$ cat config.mk
export PLATFORM = sky130hd
export DESIGN_NAME = bk_mem_arbiter
export DESIGN_NICKNAME = d
export VERILOG_FILES = /design/src/rtl/bk_mem_arbiter.sv
export SDC_FILE = /design/constraint.sdc
export NUM_CORES = 1
export LEC_CHECK = 0
export ABC_CLOCK_PERIOD_IN_PS = 2800
export BUFFER_PORTS_ARGS = -buffer_cell sky130_fd_sc_hd__buf_4
export CAP_MARGIN = 20
export CORE_UTILIZATION = 40
export DETAILED_ROUTE_END_ITERATION = 10
export GPL_ROUTABILITY_DRIVEN = 0
export PLACE_DENSITY = 0.75
export SLEW_MARGIN = 20
export SYNTH_ARGS = -nofsm -noshare
export SYNTH_HDL_FRONTEND = slang
export SYNTH_SLANG_ARGS = --single-unit
export TNS_END_PERCENT = 100
$ cat constraint.sdc
create_clock -name clk -period 2.8 [get_ports clk]
set_clock_uncertainty 0.2 [all_clocks]
set_input_delay 0.28 -clock clk [delete_from_list [all_inputs] [get_ports clk]]
set_output_delay 0.28 -clock clk [all_outputs]
set_load 0.01 [all_outputs]
$ cat src/rtl/bk_mem_arbiter.sv
// Q-bus cycle sequencer sharing one single-port RAM between the CPU and video scan-out,
// forwarding the upper 32 KB to an external port. Define BUSERR_TIMEOUT_EN to enable the bus-error timeout.
module bk_mem_arbiter #(
  parameter int WAIT_STATES = 1,
  parameter int TIMEOUT     = 15
) (
  input  logic        clk,
  input  logic        reset,
  input  logic        ce,
  input  logic [15:0] cpu_addr,
  input  logic [15:0] cpu_wdata,
  output logic [15:0] cpu_rdata,
  input  logic        cpu_sync,
  input  logic        cpu_din,
  input  logic        cpu_dout,
  input  logic        cpu_wtbt,
  output logic        cpu_rply,
  output logic        cpu_buserr,
  input  logic        vid_req,
  input  logic [13:0] vid_addr,
  output logic        vid_ack,
  output logic [15:0] vid_data,
  output logic [13:0] mem_addr,
  output logic [15:0] mem_wdata,
  input  logic [15:0] mem_rdata,
  output logic        mem_we,
  output logic [1:0]  mem_be,
  output logic        ext_sel,
  input  logic [15:0] ext_rdata,
  input  logic        ext_rply,
  output logic [3:0]  dbg_state
);

  typedef enum logic [3:0] {
    S_IDLE, S_VID_RD, S_VID_ACK, S_CPU_ACC, S_CPU_DATA,
    S_CPU_WAIT, S_CPU_RPLY, S_EXT, S_ERR
  } state_t;

  localparam logic [2:0] WS_LAST = 3'(WAIT_STATES - 1);

  state_t      state_q, state_d;
  logic        last_vid_q, last_vid_d;
  logic [2:0]  wait_q, wait_d;
  logic [15:0] cpu_rdata_q, cpu_rdata_d;
  logic [15:0] vid_data_q, vid_data_d;
`ifdef BUSERR_TIMEOUT_EN
  localparam logic [7:0] TO_LAST = 8'(TIMEOUT - 1);
  logic [7:0]  to_q, to_d;
  logic        buserr_q, buserr_d;
`endif

  logic       cpu_req, ram_req, ext_req;
  logic [7:0] byte_lane;
  logic [1:0] cpu_be;

  assign cpu_req   = cpu_sync & (cpu_din | cpu_dout);
  assign ram_req   = cpu_req & ~cpu_addr[15];
  assign ext_req   = cpu_req & cpu_addr[15];
  assign byte_lane = cpu_addr[0] ? mem_rdata[15:8] : mem_rdata[7:0];
  assign cpu_be    = cpu_wtbt ? (cpu_addr[0] ? 2'b10 : 2'b01) : 2'b11;

  always_comb begin
    state_d     = state_q;
    last_vid_d  = last_vid_q;
    wait_d      = wait_q;
    cpu_rdata_d = cpu_rdata_q;
    vid_data_d  = vid_data_q;
`ifdef BUSERR_TIMEOUT_EN
    to_d        = to_q;
    buserr_d    = 1'b0;
`endif
    case (state_q)
      S_IDLE: begin
        // Contention only with a RAM-bound CPU cycle; the side not served last wins.
        if (vid_req && !(ram_req && last_vid_q)) begin
          state_d = S_VID_RD;
        end else if (ram_req) begin
          state_d = S_CPU_ACC;
        end else if (ext_req) begin
          state_d = S_EXT;
`ifdef BUSERR_TIMEOUT_EN
          to_d    = '0;
`endif
        end
      end
      S_VID_RD: state_d = S_VID_ACK;
      S_VID_ACK: begin
        vid_data_d = mem_rdata;
        last_vid_d = 1'b1;
        state_d    = S_IDLE;
      end
      S_CPU_ACC: begin
        if (!cpu_sync) begin
          state_d = S_IDLE;
        end else if (cpu_dout) begin
          wait_d  = '0;
          state_d = (WAIT_STATES == 0) ? S_CPU_RPLY : S_CPU_WAIT;
        end else begin
          state_d = S_CPU_DATA;
        end
      end
      S_CPU_DATA: begin
        if (!cpu_sync) begin
          state_d = S_IDLE;
        end else begin
          cpu_rdata_d = cpu_wtbt ? {8'h00, byte_lane} : mem_rdata;
          wait_d      = '0;
          state_d     = (WAIT_STATES == 0) ? S_CPU_RPLY : S_CPU_WAIT;
        end
      end
      S_CPU_WAIT: begin
        if (!cpu_sync) begin
          state_d = S_IDLE;
        end else if (wait_q == WS_LAST) begin
          state_d = S_CPU_RPLY;
        end else begin
          wait_d = wait_q + 3'd1;
        end
      end
      S_CPU_RPLY: begin
        if (!cpu_req) begin
          last_vid_d = 1'b0;
          state_d    = S_IDLE;
        end
      end
      S_EXT: begin
        if (!cpu_sync) begin
          state_d = S_IDLE;
`ifdef BUSERR_TIMEOUT_EN
        end else if (!ext_rply) begin
          if (to_q == TO_LAST) begin
            buserr_d = 1'b1;
            state_d  = S_ERR;
          end else begin
            to_d = to_q + 8'd1;
          end
`endif
        end
      end
      S_ERR: begin
        if (!cpu_sync) state_d = S_IDLE;
      end
      default: state_d = S_IDLE;
    endcase
  end

  always_ff @(posedge clk or posedge reset) begin
    if (reset) begin
      state_q     <= S_IDLE;
      last_vid_q  <= 1'b0;
      wait_q      <= '0;
      cpu_rdata_q <= '0;
      vid_data_q  <= '0;
`ifdef BUSERR_TIMEOUT_EN
      to_q        <= '0;
      buserr_q    <= 1'b0;
`endif
    end else if (ce) begin
      state_q     <= state_d;
      last_vid_q  <= last_vid_d;
      wait_q      <= wait_d;
      cpu_rdata_q <= cpu_rdata_d;
      vid_data_q  <= vid_data_d;
`ifdef BUSERR_TIMEOUT_EN
      to_q        <= to_d;
      buserr_q    <= buserr_d;
`endif
    end
  end

  // Outputs decode from the registered state so reset clears every strobe at once.
  always_comb begin
    mem_addr  = '0;
    mem_be    = '0;
    mem_wdata = '0;
    mem_we    = 1'b0;
    case (state_q)
      S_VID_RD, S_VID_ACK: begin
        mem_addr = vid_addr;
        mem_be   = 2'b11;
      end
      S_CPU_ACC, S_CPU_DATA: begin
        mem_addr = cpu_addr[14:1];
        mem_be   = cpu_be;
        if (state_q == S_CPU_ACC && cpu_dout) begin
          mem_wdata = cpu_wtbt ? {cpu_wdata[7:0], cpu_wdata[7:0]} : cpu_wdata;
          mem_we    = cpu_sync;
        end
      end
      default: ;
    endcase
  end

  assign vid_ack   = (state_q == S_VID_ACK);
  assign vid_data  = vid_ack ? mem_rdata : vid_data_q;
  assign ext_sel   = (state_q == S_EXT);
  assign cpu_rdata = ext_sel ? ext_rdata : cpu_rdata_q;
  assign cpu_rply  = ((state_q == S_CPU_RPLY) && cpu_req) || (ext_sel && ext_rply);
  assign dbg_state = state_q;
`ifdef BUSERR_TIMEOUT_EN
  assign cpu_buserr = buserr_q;
`else
  assign cpu_buserr = 1'b0;
`endif

endmodule

==> run_results.csv, run 1 <==
group,metric,value,unit
critical_path,critical_path.startpoint,"dbg_state[0]",
route,drt_iter0_markers,123,
logic_synthesis,ys.warnings.count,0,
critical_path,worst-path-buf-inv,1,
power_and_ir_drop,clkPwrFrac,11.8,%
cts,worstSkewPairLatency,0.28,ns
sta,timing.max_slew.rel_slack,44.4,%
logic_synthesis,synth_top_cells_by_count,"mux2_2, dfrtp_1, nand2_1, mux2i_1, a22o_1",
critical_path,path_cells,"nor2b_4 -> nor2b_4 -> mux2_2 -> buf_4",
die,dieHeight,84.2,um
power_and_ir_drop,power.static_leakage,2.11,nW
cts,register_clock_pin_slew_on_the_reported_worst_setup_and_hold_paths,0.08,ns
sta,post_route_minimum_period,2.61,ns
sta,timing.final.max_slew_violations,0,
route,route.antenna.remaining_nets,0,
cts,cts_tree,"built",
cells_and_area,layout.cell_area.non_filler,0.00401,mm2
logic_synthesis,synth_enable_flop_cells,0,
critical_path,cp_slowest_cell,"dfrtp_1",
critical_path,worst_setup_path_end_kind,"primary output",
die,die_width,84.2,um
placed_design,portBuffers,157,
grt,grt_overflow_total,0,
outcome,run_status,"finished, violations left",
critical_path,r2r.worst_path.cells,4,
logic_synthesis,async_sr_flop_fraction,100,%
grt,largest_net_degree_at_the_start_of_global_routing,40,
placed_design,place.detailed.hpwl,5830,um
sta,fmax,383,MHz
die,core_area,0.00642,mm2
critical_path,reg2reg_to,"vid_data_q[15]",
cells_and_area,layout_cell_share_with_drive_strength_beyond_1,54.8,%
cts,cts_root_buffer,"clkbuf_8",
logic_synthesis,syn_inst,265,
route,routed_via_density,5.08,
sta,worst_hold_slack,0.0405,ns
grt,first_global_vias,2493,
logic_synthesis,synth_seq_area_share,36.1,%
grt,grt_pass1_wl,11900,um
worst_hold_path,hp-class,"input port to register",
cts,ctsHtreeMaxLevel,2,
sta,timing.final.setup_violations,0,
route,drc,14,
sta,total_count_of_hold_check_failures_in_the_final_report,0,
power_and_ir_drop,powerDensity,1020,mW/mm2
critical_path,path_class,"register to primary output",
outcome,violations,"design-rule violations",
route,drt-total-wl,7450,um
power_and_ir_drop,p_sw,0.00151,W
critical_path,critical_path_depth,4,
critical_path,cp_data_arrival_time,2.13,ns
critical_path,crit_family,"simple AND/OR/NAND/NOR gates",
sta,setup_tns,0,ns
cts,cts-buffers-inserted,5,
logic_synthesis,ys_ff_latch,39,
route,post_drt_wl_per_cell,15.0,um
critical_path,critPathMaxFanout,20,
critical_path,cpMostUsedCell,"nor2b_4",
grt,grt_antenna_before_repair,0,
critical_path,worst_setup_path_start_kind,"register",
critical_path,cp-endpoint,"vid_data[9]",
sta,tightestPinTransition,0.834,ns
cells_and_area,diodes,0,
logic_synthesis,synth_top_flop_cell,"dfrtp_1",
logic_synthesis,yosys.area.top_type,"dfrtp_1",
critical_path,rrSetupSlack,0.40,ns
route,detail_route.first_pass.iterations,7,
route,route.vias.total,2515,
logic_synthesis,netlist.area_leader.share,36.1,%
sta,setup_repair_after_global_routing_missed_its_margin,"no",
grt,grtUsageTotal,20.8,%
critical_path,worst_r2r_startpoint,"dbg_state[0]",
sta,final_period_utilization,93.3,%
die,initial_utilization,42.1,%
placed_design,detailed_place.area,0.00388,mm2
die,fp.dieArea,0.00710,mm2
job,max-cap-violations,0,
logic_synthesis,synthesis.area_per_instance,10.2,um2
power_and_ir_drop,p_sw_share,37.2,%
cells_and_area,total_number_of_nets_in_the_final_design,506,
die,floorplan.rows,29,
logic_synthesis,ys_top_cells_by_area,"dfrtp_1, mux2_2, mux2i_1, mux2_4, a22o_1",
critical_path,cp_data_required_time,2.32,ns
power_and_ir_drop,ir_worst_vdd,0.000406,V
power_and_ir_drop,seqPwrFrac,26.2,%
cts,cts-root-to-sink-buffers,2,
cells_and_area,area_growth,48.3,%
cts,cts_post_setup_buffers_inserted,0,
power_and_ir_drop,p_int,0.00256,W
logic_synthesis,post-synth-top-count-cell,"mux2_2",
critical_path,slowest_delay,0.60,ns
die,pin_count,160,
power_and_ir_drop,power_frac_comb,62.0,%
logic_synthesis,post_synth_num_cell_types,41,
cts,clock-sinks,39,
logic_synthesis,mappedNetlistArea,0.00271,mm2
state kept, by name (all words and copies together), names as in the netlist:
name and cells:
cpu_rdata_q 16, vid_data_q 16, dbg_state 3, wait_q 3, last_vid_q 1
placed cells by master, fill, tap and decap left out, types with 2 or more instances in the layout:
cell / Yosys / final
buf_4: 3 / 162
mux2_2: 40 / 40
dfrtp_1: 39 / 39
nand2_1: 30 / 30
mux2i_1: 17 / 17
a22o_1: 15 / 15
nor2_1: 13 / 12
nand3_1: 12 / 12
inv_1: 10 / 10
o21ai_0: 9 / 9
mux2_4: 9 / 9
and2_1: 8 / 8
o21ai_2: 6 / 6
clkbuf_8: 0 / 6
nand3b_1: 4 / 4
o21ai_1: 4 / 4
a21o_1: 3 / 3
nor2b_1: 2 / 2
nor3_1: 2 / 2
nor2b_4: 2 / 2
and3_1: 2 / 2
ha_1: 2 / 2
conb_1: 1 / 2
kinds of logic (layout without fill, tap and decap cells):
logic type	Yosys count	after routing	share of synthesized area [%]
buf+inv	29	181	6.57
mux	66	66	27.9
flops	39	39	36.1
other cells	1	2	0.139
compound gates	46	46	12.9
simple gates	81	81	15.1
xor+xnor	1	1	0.324
fa+ha+maj	2	2	0.925
layout make-up:
type / count / area [um2]
repair buffers: 163 / 1230
well taps: 77 / 96.3
fillers: 582 / 2410
clock buffers: 6 / 82.6
clock inverters: 2 / 35.0
inverters: 10 / 37.5
flip-flops and latches: 39 / 976
multi-input cells: 198 / 1560
metrics by stage:
step | std cells | utilization, % | total power (W) | setup WS [ns]
detailed placement | 486 | 60.4 | 0.00361 | 0.339
CTS | 495 | 62.4 | 0.00411 | 0.0187
global route | 495 | 62.5 | 0.00435 | 0.0402
global placement | 486 | 60.4 | 0.00353 | 0.431
finish | 495 | 62.5 | 0.00408 | 0.187
floorplan | 266 | - | 0.00256 | 0.762
metal layers:
layer	global-route usage (%)	part of all wire [%]	vias to the layer above	routed length [um]
li1	-	-	1243	-
met1	26.4	42	1180	3100
met2	36.7	52	82	3840
met3	4.33	5.6	10	419
met4	4.23	1.1	0	81
met5	0	0	-	0
worst min-delay path by stage:
| stage | start | endpoint | slack, ns | cells after the start |
|---|---|---|---|---|
| finish | mem_rdata[4] | vid_data_q[4] | 0.04 | 2 |
| global route | mem_rdata[4] | vid_data_q[4] | 0.03 | 2 |
| CTS | mem_rdata[5] | vid_data_q[5] | 0.04 | 2 |
| detailed placement | reset | cpu_rdata_q[15] | 0.24 | 3 |
| global placement | reset | cpu_rdata_q[15] | 0.23 | 3 |
| floorplan | mem_rdata[10] | cpu_rdata_q[10] | 0.21 | 2 |
power by group through the flow:
| stage | Clock [W] | Sequential, W | Combinational (W) |
|---|---|---|---|
| floorplan | 0 | 0.000970 | 0.00158 |
| global placement | 0 | 0.00106 | 0.00247 |
| detailed placement | 0 | 0.00107 | 0.00254 |
| CTS | 0.000492 | 0.00106 | 0.00255 |
| global route | 0.000520 | 0.00111 | 0.00272 |
| finish | 0.000482 | 0.00107 | 0.00253 |
timing repair:
| item | 4_1_cts | 5_1_grt |
|---|---|---|
| setup endpoints to repair | 0 | 15 |
| hold endpoints to repair | 39 | 0 |
| hold buffers | 1 | 0 |
| gates resized for setup | 0 | 1 |
(Power assumes the default switching activity.)
==> inputs of run 2 (changes only) <==
==> constraint.sdc (replaced) <==
create_clock -name clk -period 2.8 [get_ports clk]
set_clock_uncertainty 0.2 [all_clocks]
set_input_delay 0.84 -clock clk [delete_from_list [all_inputs] [get_ports clk]]
set_output_delay 0.84 -clock clk [all_outputs]
set_load 0.01 [all_outputs]
==> run 2 against run 1 <==
Against the previous run:
- the run still ends with design-rule violations left
- flip-flop and latch count unchanged
- routed wire length increased by 8.1%
- critical path depth increased by 1
- combinational power increased by 13%
- die area unchanged
- sequential share of layout area decreased by 1.1 points
==> run_results.csv, run 2 (synthesized netlist as in run 1, its figures left out) <==
group,metric,value,unit
grt,largest_net_degree_at_the_start_of_global_routing,40,
sta,total_count_of_hold_check_failures_in_the_final_report,0,
sta,setup_repair_after_global_routing_missed_its_margin,"yes",
sta,worst_hold_slack,0.268,ns
route,drt-total-wl,8050,um
sta,timing.max_slew.rel_slack,54.6,%
cells_and_area,area_growth,55.8,%
placed_design,detailed_place.area,0.00394,mm2
cells_and_area,most_common_cell_after_layout_fill_and_taps_aside,"buf_4",
die,die_width,84.2,um
worst_hold_path,whs_endpoint,"cpu_rdata_q[12]",
placed_design,number_of_placed_instances_taps_included,492,
die,pin_count,160,
cts,clock-sinks,39,
route,detail_route.first_pass.iterations,7,
sta,final_period_utilization,99.1,%
die,dieHeight,84.2,um
power_and_ir_drop,power.static_leakage,2.21,nW
worst_hold_path,hp-class,"register to register",
cts,cts-buffers-inserted,5,
outcome,run_status,"finished, violations left",
critical_path,worst_setup_path_start_kind,"register",
cts,register_clock_pin_slew_on_the_reported_worst_setup_and_hold_paths,0.07,ns
critical_path,rrSetupSlack,0.54,ns
cts,holdBufCountCts,0,
critical_path,r2r.worst_path.cells,6,
worst_hold_path,hold-path-cell-count,2,
cells_and_area,total_number_of_nets_in_the_final_design,522,
cells_and_area,diodes,0,
outcome,violations,"design-rule violations",
critical_path,path_class,"register to primary output",
cts,ctsHtreeMaxLevel,2,
cells_and_area,layoutNonFillerInstCount,511,
die,floorplan.rows,29,
cts,worstSkewPairLatency,0.28,ns
job,max-cap-violations,0,
grt,grt_overflow_total,0,
die,fp.dieArea,0.00710,mm2
worst_hold_path,holdCritStartpoint,"cpu_rdata_q[12]",
power_and_ir_drop,ir_worst_vdd,0.000360,V
cts,cts_tree,"built",
grt,first_global_vias,2660,
cts,cts-root-to-sink-buffers,2,
critical_path,critPathMaxFanout,7,
cells_and_area,layout_cell_share_with_drive_strength_beyond_1,58.3,%
placed_design,place.detailed.hpwl,6040,um
critical_path,reg2reg_to,"dbg_state[1]",
cells_and_area,reg.largest.list,"cpu_rdata_q (16), vid_data_q (16)",
grt,grt_pass1_wl,12500,um
route,drc,14,
sta,fmax,361,MHz
critical_path,cp_data_arrival_time,1.73,ns
power_and_ir_drop,design_power_total,0.00432,W
route,drt_iter0_markers,97,
grt,grtUsageTotal,22.0,%
sta,post_route_minimum_period,2.77,ns
route,route.antenna.remaining_nets,0,
die,initial_utilization,42.1,%
critical_path,cp_data_required_time,1.76,ns
die,core_area,0.00642,mm2
cells_and_area,mostFrequentLayoutCells,"buf_4, mux2_2, dfrtp_1, nand2_1, mux2i_1",
cells_and_area,layout.cell_area.non_filler,0.00422,mm2
critical_path,worst_setup_path_end_kind,"primary output",
placed_design,portBuffers,157,
placed_design,preCtsSetupSlack,-0.0149,ns
grt,grt_antenna_before_repair,0,
route,route.vias.total,2634,
sta,tightestPinTransition,0.664,ns
sta,timing.final.setup_violations,0,
route,post_drt_wl_per_cell,15.8,um
power_and_ir_drop,powerDensity,1020,mW/mm2
critical_path,worst_r2r_startpoint,"dbg_state[0]",
route,routed_via_density,5.15,
sta,fin_ws,0.0263,ns
sta,timing.final.max_slew_violations,0,
cts,cts_root_buffer,"clkbuf_8",
[run 2: cell count changes in the layout (fill, tap and decap cells not counted), moves of 2 or more]
cell       delta
buf_12        +2
dfrtp_1       -3
dfrtp_2       +3
nand3_2       +2
clkbuf_16     +2
nand3_1       -2
buf_4        +11
[run 2: per-stage QoR]
stage | setup TNS [ns] | utilization, %
global placement | 0 | 61.3
global route | -0.0737 | 65.6
detailed placement | -0.0382 | 61.3
CTS | 0 | 64.1
finish | 0 | 65.6
floorplan | 0 | -
[run 2: how the worst max path moves through the flow]
| stage | startpoint | to | slack, ns | depth (start not counted) |
|---|---|---|---|---|
| 6_report | dbg_state[0] | mem_addr[3] | 0.03 | 5 |
| 3_3_place_gp | cpu_dout | mem_wdata[8] | 0.02 | 5 |
| 5_1_grt | dbg_state[0] | mem_addr[3] | -0.02 | 5 |
| 2_1_floorplan | cpu_wtbt | mem_be[1] | 0.01 | 4 |
| 3_5_place_dp | cpu_dout | mem_wdata[8] | -0.01 | 5 |
| 4_1_cts | cpu_dout | mem_wdata[3] | 0.02 | 5 |
[run 2: timing repair]
| item | CTS | global route |
|---|---|---|
| setup endpoints to repair | 58 | 56 |
| resized for setup | 9 | 5 |
| gates cloned | 0 | 2 |
| pin swaps | 0 | 1 |
| buffers inserted | 5 | 4 |
[run 2: layout make-up]
type	instances	area, um2
inverter	10	37.5
clock buffer	8	100
timing repair buffer	179	1420
multi-input combinational	198	1590
fill	524	2210
tap	77	96.3
sequential	39	980
[run 2: routing by layer]
metal	share of wire, %	routed length, um	track usage [%]	vias up
li1	-	-	-	1274
met1	41	3290	26.7	1262
met2	53	4300	41.2	92
met3	4.8	389	3.54	6
met4	0.86	69	4.55	0
met5	0	0	0	-
[run 2: worst max-delay path, stage by stage (launching register included)]
cell,delay (ns)
dfrtp_2,0.47
or3b_4,0.42
o21ai_4,0.12
clkbuf_16,0.19
a22o_1,0.14
buf_4,0.12
[run 2: report_power, final]
| group | switching, W | internal (W) |
|---|---|---|
| Sequential | 0.000191 | 0.000852 |
| Combinational | 0.00124 | 0.00162 |
| Clock | 0.000182 | 0.000225 |
==> inputs of run 3 (changes only) <==
--- a/config.mk
+++ b/config.mk
@@ -5,13 +5,13 @@
 export SDC_FILE = /design/constraint.sdc
 export NUM_CORES = 1
 export LEC_CHECK = 0
-export ABC_CLOCK_PERIOD_IN_PS = 2800
 export BUFFER_PORTS_ARGS = -buffer_cell sky130_fd_sc_hd__buf_4
 export CAP_MARGIN = 20
 export CORE_UTILIZATION = 40
 export DETAILED_ROUTE_END_ITERATION = 10
 export GPL_ROUTABILITY_DRIVEN = 0
 export PLACE_DENSITY = 0.75
+export SETUP_SLACK_MARGIN = 0.05
 export SLEW_MARGIN = 20
 export SYNTH_ARGS = -nofsm -noshare
 export SYNTH_HDL_FRONTEND = slang
==> constraint.sdc (replaced) <==
create_clock -name clk -period 3.3 [get_ports clk]
set_clock_uncertainty 0.2 [all_clocks]
set_input_delay 0.99 -clock clk [delete_from_list [all_inputs] [get_ports clk]]
set_output_delay 0.99 -clock clk [all_outputs]
set_load 0.01 [all_outputs]
==> run 3 against run 2 <==
Against the previous run:
- the flow still finishes with violations (design-rule violations)
- first-iteration DRC count increased by 7.2%
- setup slack gained 0.13 ns
- routed wire length shrank 7.3%
- critical path type unchanged
==> run_results.csv, run 3 (synthesized netlist as in run 1, its figures left out) <==
group,metric,value,unit
critical_path,worst_setup_path_end_kind,"primary output",
sta,tightestPinTransition,0.653,ns
grt,grt_overflow_total,0,
route,detail_route.first_pass.iterations,7,
critical_path,critical_path.startpoint,"dbg_state[0]",
critical_path,cp_data_required_time,2.11,ns
sta,timing.max_slew.rel_slack,55.3,%
grt,largest_net_degree_at_the_start_of_global_routing,40,
critical_path,rrSetupSlack,1.08,ns
cells_and_area,total_number_of_nets_in_the_final_design,508,
die,dieHeight,84.2,um
die,floorplan.rows,29,
cts,clock-sinks,39,
cts,cts_post_setup_buffers_inserted,0,
power_and_ir_drop,powerDensity,856,mW/mm2
route,drt-total-wl,7460,um
grt,first_global_vias,2537,
route,post_drt_wl_per_cell,15.0,um
critical_path,worst_setup_path_start_kind,"register",
critical_path,cp_data_arrival_time,1.95,ns
sta,timing.final.max_slew_violations,0,
sta,total_count_of_hold_check_failures_in_the_final_report,0,
critical_path,path_class,"register to primary output",
cts,worstSkewPairLatency,0.28,ns
critical_path,cp_slowest_cell,"dfrtp_1",
critical_path,crit_family,"simple AND/OR/NAND/NOR gates",
grt,grtUsageTotal,21.2,%
sta,fin_ws,0.161,ns
die,pin_count,160,
critical_path,slowest_delay,0.47,ns
route,routed_via_density,5.08,
outcome,violations,"design-rule violations",
critical_path,worst-path-buf-inv,1,
cts,register_clock_pin_slew_on_the_reported_worst_setup_and_hold_paths,0.08,ns
route,drc,14,
cells_and_area,layout_cell_share_with_drive_strength_beyond_1,55.2,%
critical_path,cpMostUsedCell,"nor2b_4",
cells_and_area,reg.largest.list,"cpu_rdata_q (16), vid_data_q (16)",
critical_path,worst_r2r_startpoint,"dbg_state[0]",
cells_and_area,area_growth,48.2,%
placed_design,preCtsSetupSlack,0.178,ns
outcome,run_status,"finished, violations left",
cells_and_area,num-fill-cells,526,
critical_path,critPathMaxFanout,18,
die,initial_utilization,42.1,%
sta,setup_tns,0,ns
power_and_ir_drop,design_power_total,0.00343,W
cells_and_area,diodes,0,
cells_and_area,mostFrequentLayoutCells,"buf_4, mux2_2, dfrtp_1, nand2_1, mux2i_1",
power_and_ir_drop,ir_worst_vdd,0.000433,V
worst_hold_path,hp-class,"register to register",
die,core_area,0.00642,mm2
worst_hold_path,holdCritStartpoint,"cpu_rdata_q[8]",
placed_design,place.detailed.hpwl,5850,um
sta,final_period_utilization,95.1,%
die,fp.dieArea,0.00710,mm2
cts,cts_tree,"built",
job,max-cap-violations,0,
cells_and_area,most_common_cell_after_layout_fill_and_taps_aside,"buf_4",
sta,fmax,319,MHz
cts,cts-root-to-sink-buffers,2,
route,route.vias.total,2524,
sta,setup_repair_after_global_routing_missed_its_margin,"no",
cts,cts-buffers-inserted,5,
cts,ctsHtreeMaxLevel,2,
route,route.antenna.remaining_nets,0,
placed_design,number_of_placed_instances_taps_included,489,
die,die_width,84.2,um
sta,timing.final.setup_violations,0,
cts,cts_root_buffer,"clkbuf_8",
sta,post_route_minimum_period,3.14,ns
route,drt_iter0_markers,104,
critical_path,path_cells,"nor2b_4 -> nor2b_4 -> mux2_2 -> buf_4",
cells_and_area,layoutNonFillerInstCount,497,
placed_design,portBuffers,157,
power_and_ir_drop,power.static_leakage,2.11,nW
grt,grt_pass1_wl,12200,um
grt,grt_antenna_before_repair,0,
run 3: cell type report:
type                       count  area, um2  area share, %
tap                           77       96.3           2.40
sequential                    39        976           24.3
timing repair buffer         165       1240           30.9
inverter                      10       37.5          0.936
clock buffer                   7       96.3           2.40
multi-input combinational    198       1560           38.8
clock inverter                 1       7.51          0.187
run 3: path summary, 6_finish.rpt:
check,cells after the start,to
hold reg to reg,2,cpu_rdata_q[8]
min in group asynchronous,3,cpu_rdata_q[14]
max in group asynchronous,3,wait_q[2]
setup / recovery,4,vid_data[10]
hold / removal,2,cpu_rdata_q[8]
setup reg to reg,4,vid_data_q[14]
run 3: worst min-delay path, stage by stage (launching register included):
cell and delay, ns:
dfrtp_1 0.34, nand2_1 0.05, nand2_1 0.04
run 3: where the power goes:
part           total (W)  switching [W]  internal (W)
logic            0.00222       0.000995       0.00122
clock network   0.000355       0.000164      0.000190
registers       0.000859       0.000141      0.000718
total            0.00343        0.00130       0.00213
run 3: repair_timing:
| item | in CTS | in global routing |
|---|---|---|
| setup endpoints to repair | 0 | 15 |
| hold buffers | 0 | 0 |
| resized for setup | 0 | 1 |
run 3: metal layers:
metal / track usage (%) / routed length (um) / part of all wire, %
met5: 0 / 0 / 0
met4: 6.43 / 161 / 2.2
met3: 3.64 / 386 / 5.2
met2: 36.4 / 3800 / 51
met1: 27.4 / 3120 / 42
run 3: metrics by stage:
stage | hold slack, ns | utilization, % | cell area (um2)
2_1_floorplan | 0.232 | - | 2710
3_3_place_gp | 0.249 | 60.8 | 3900
3_5_place_dp | 0.252 | 60.8 | 3900
4_1_cts | 0.271 | 62.4 | 4010
5_1_grt | 0.307 | 62.4 | 4010
6_report | 0.263 | 62.4 | 4010
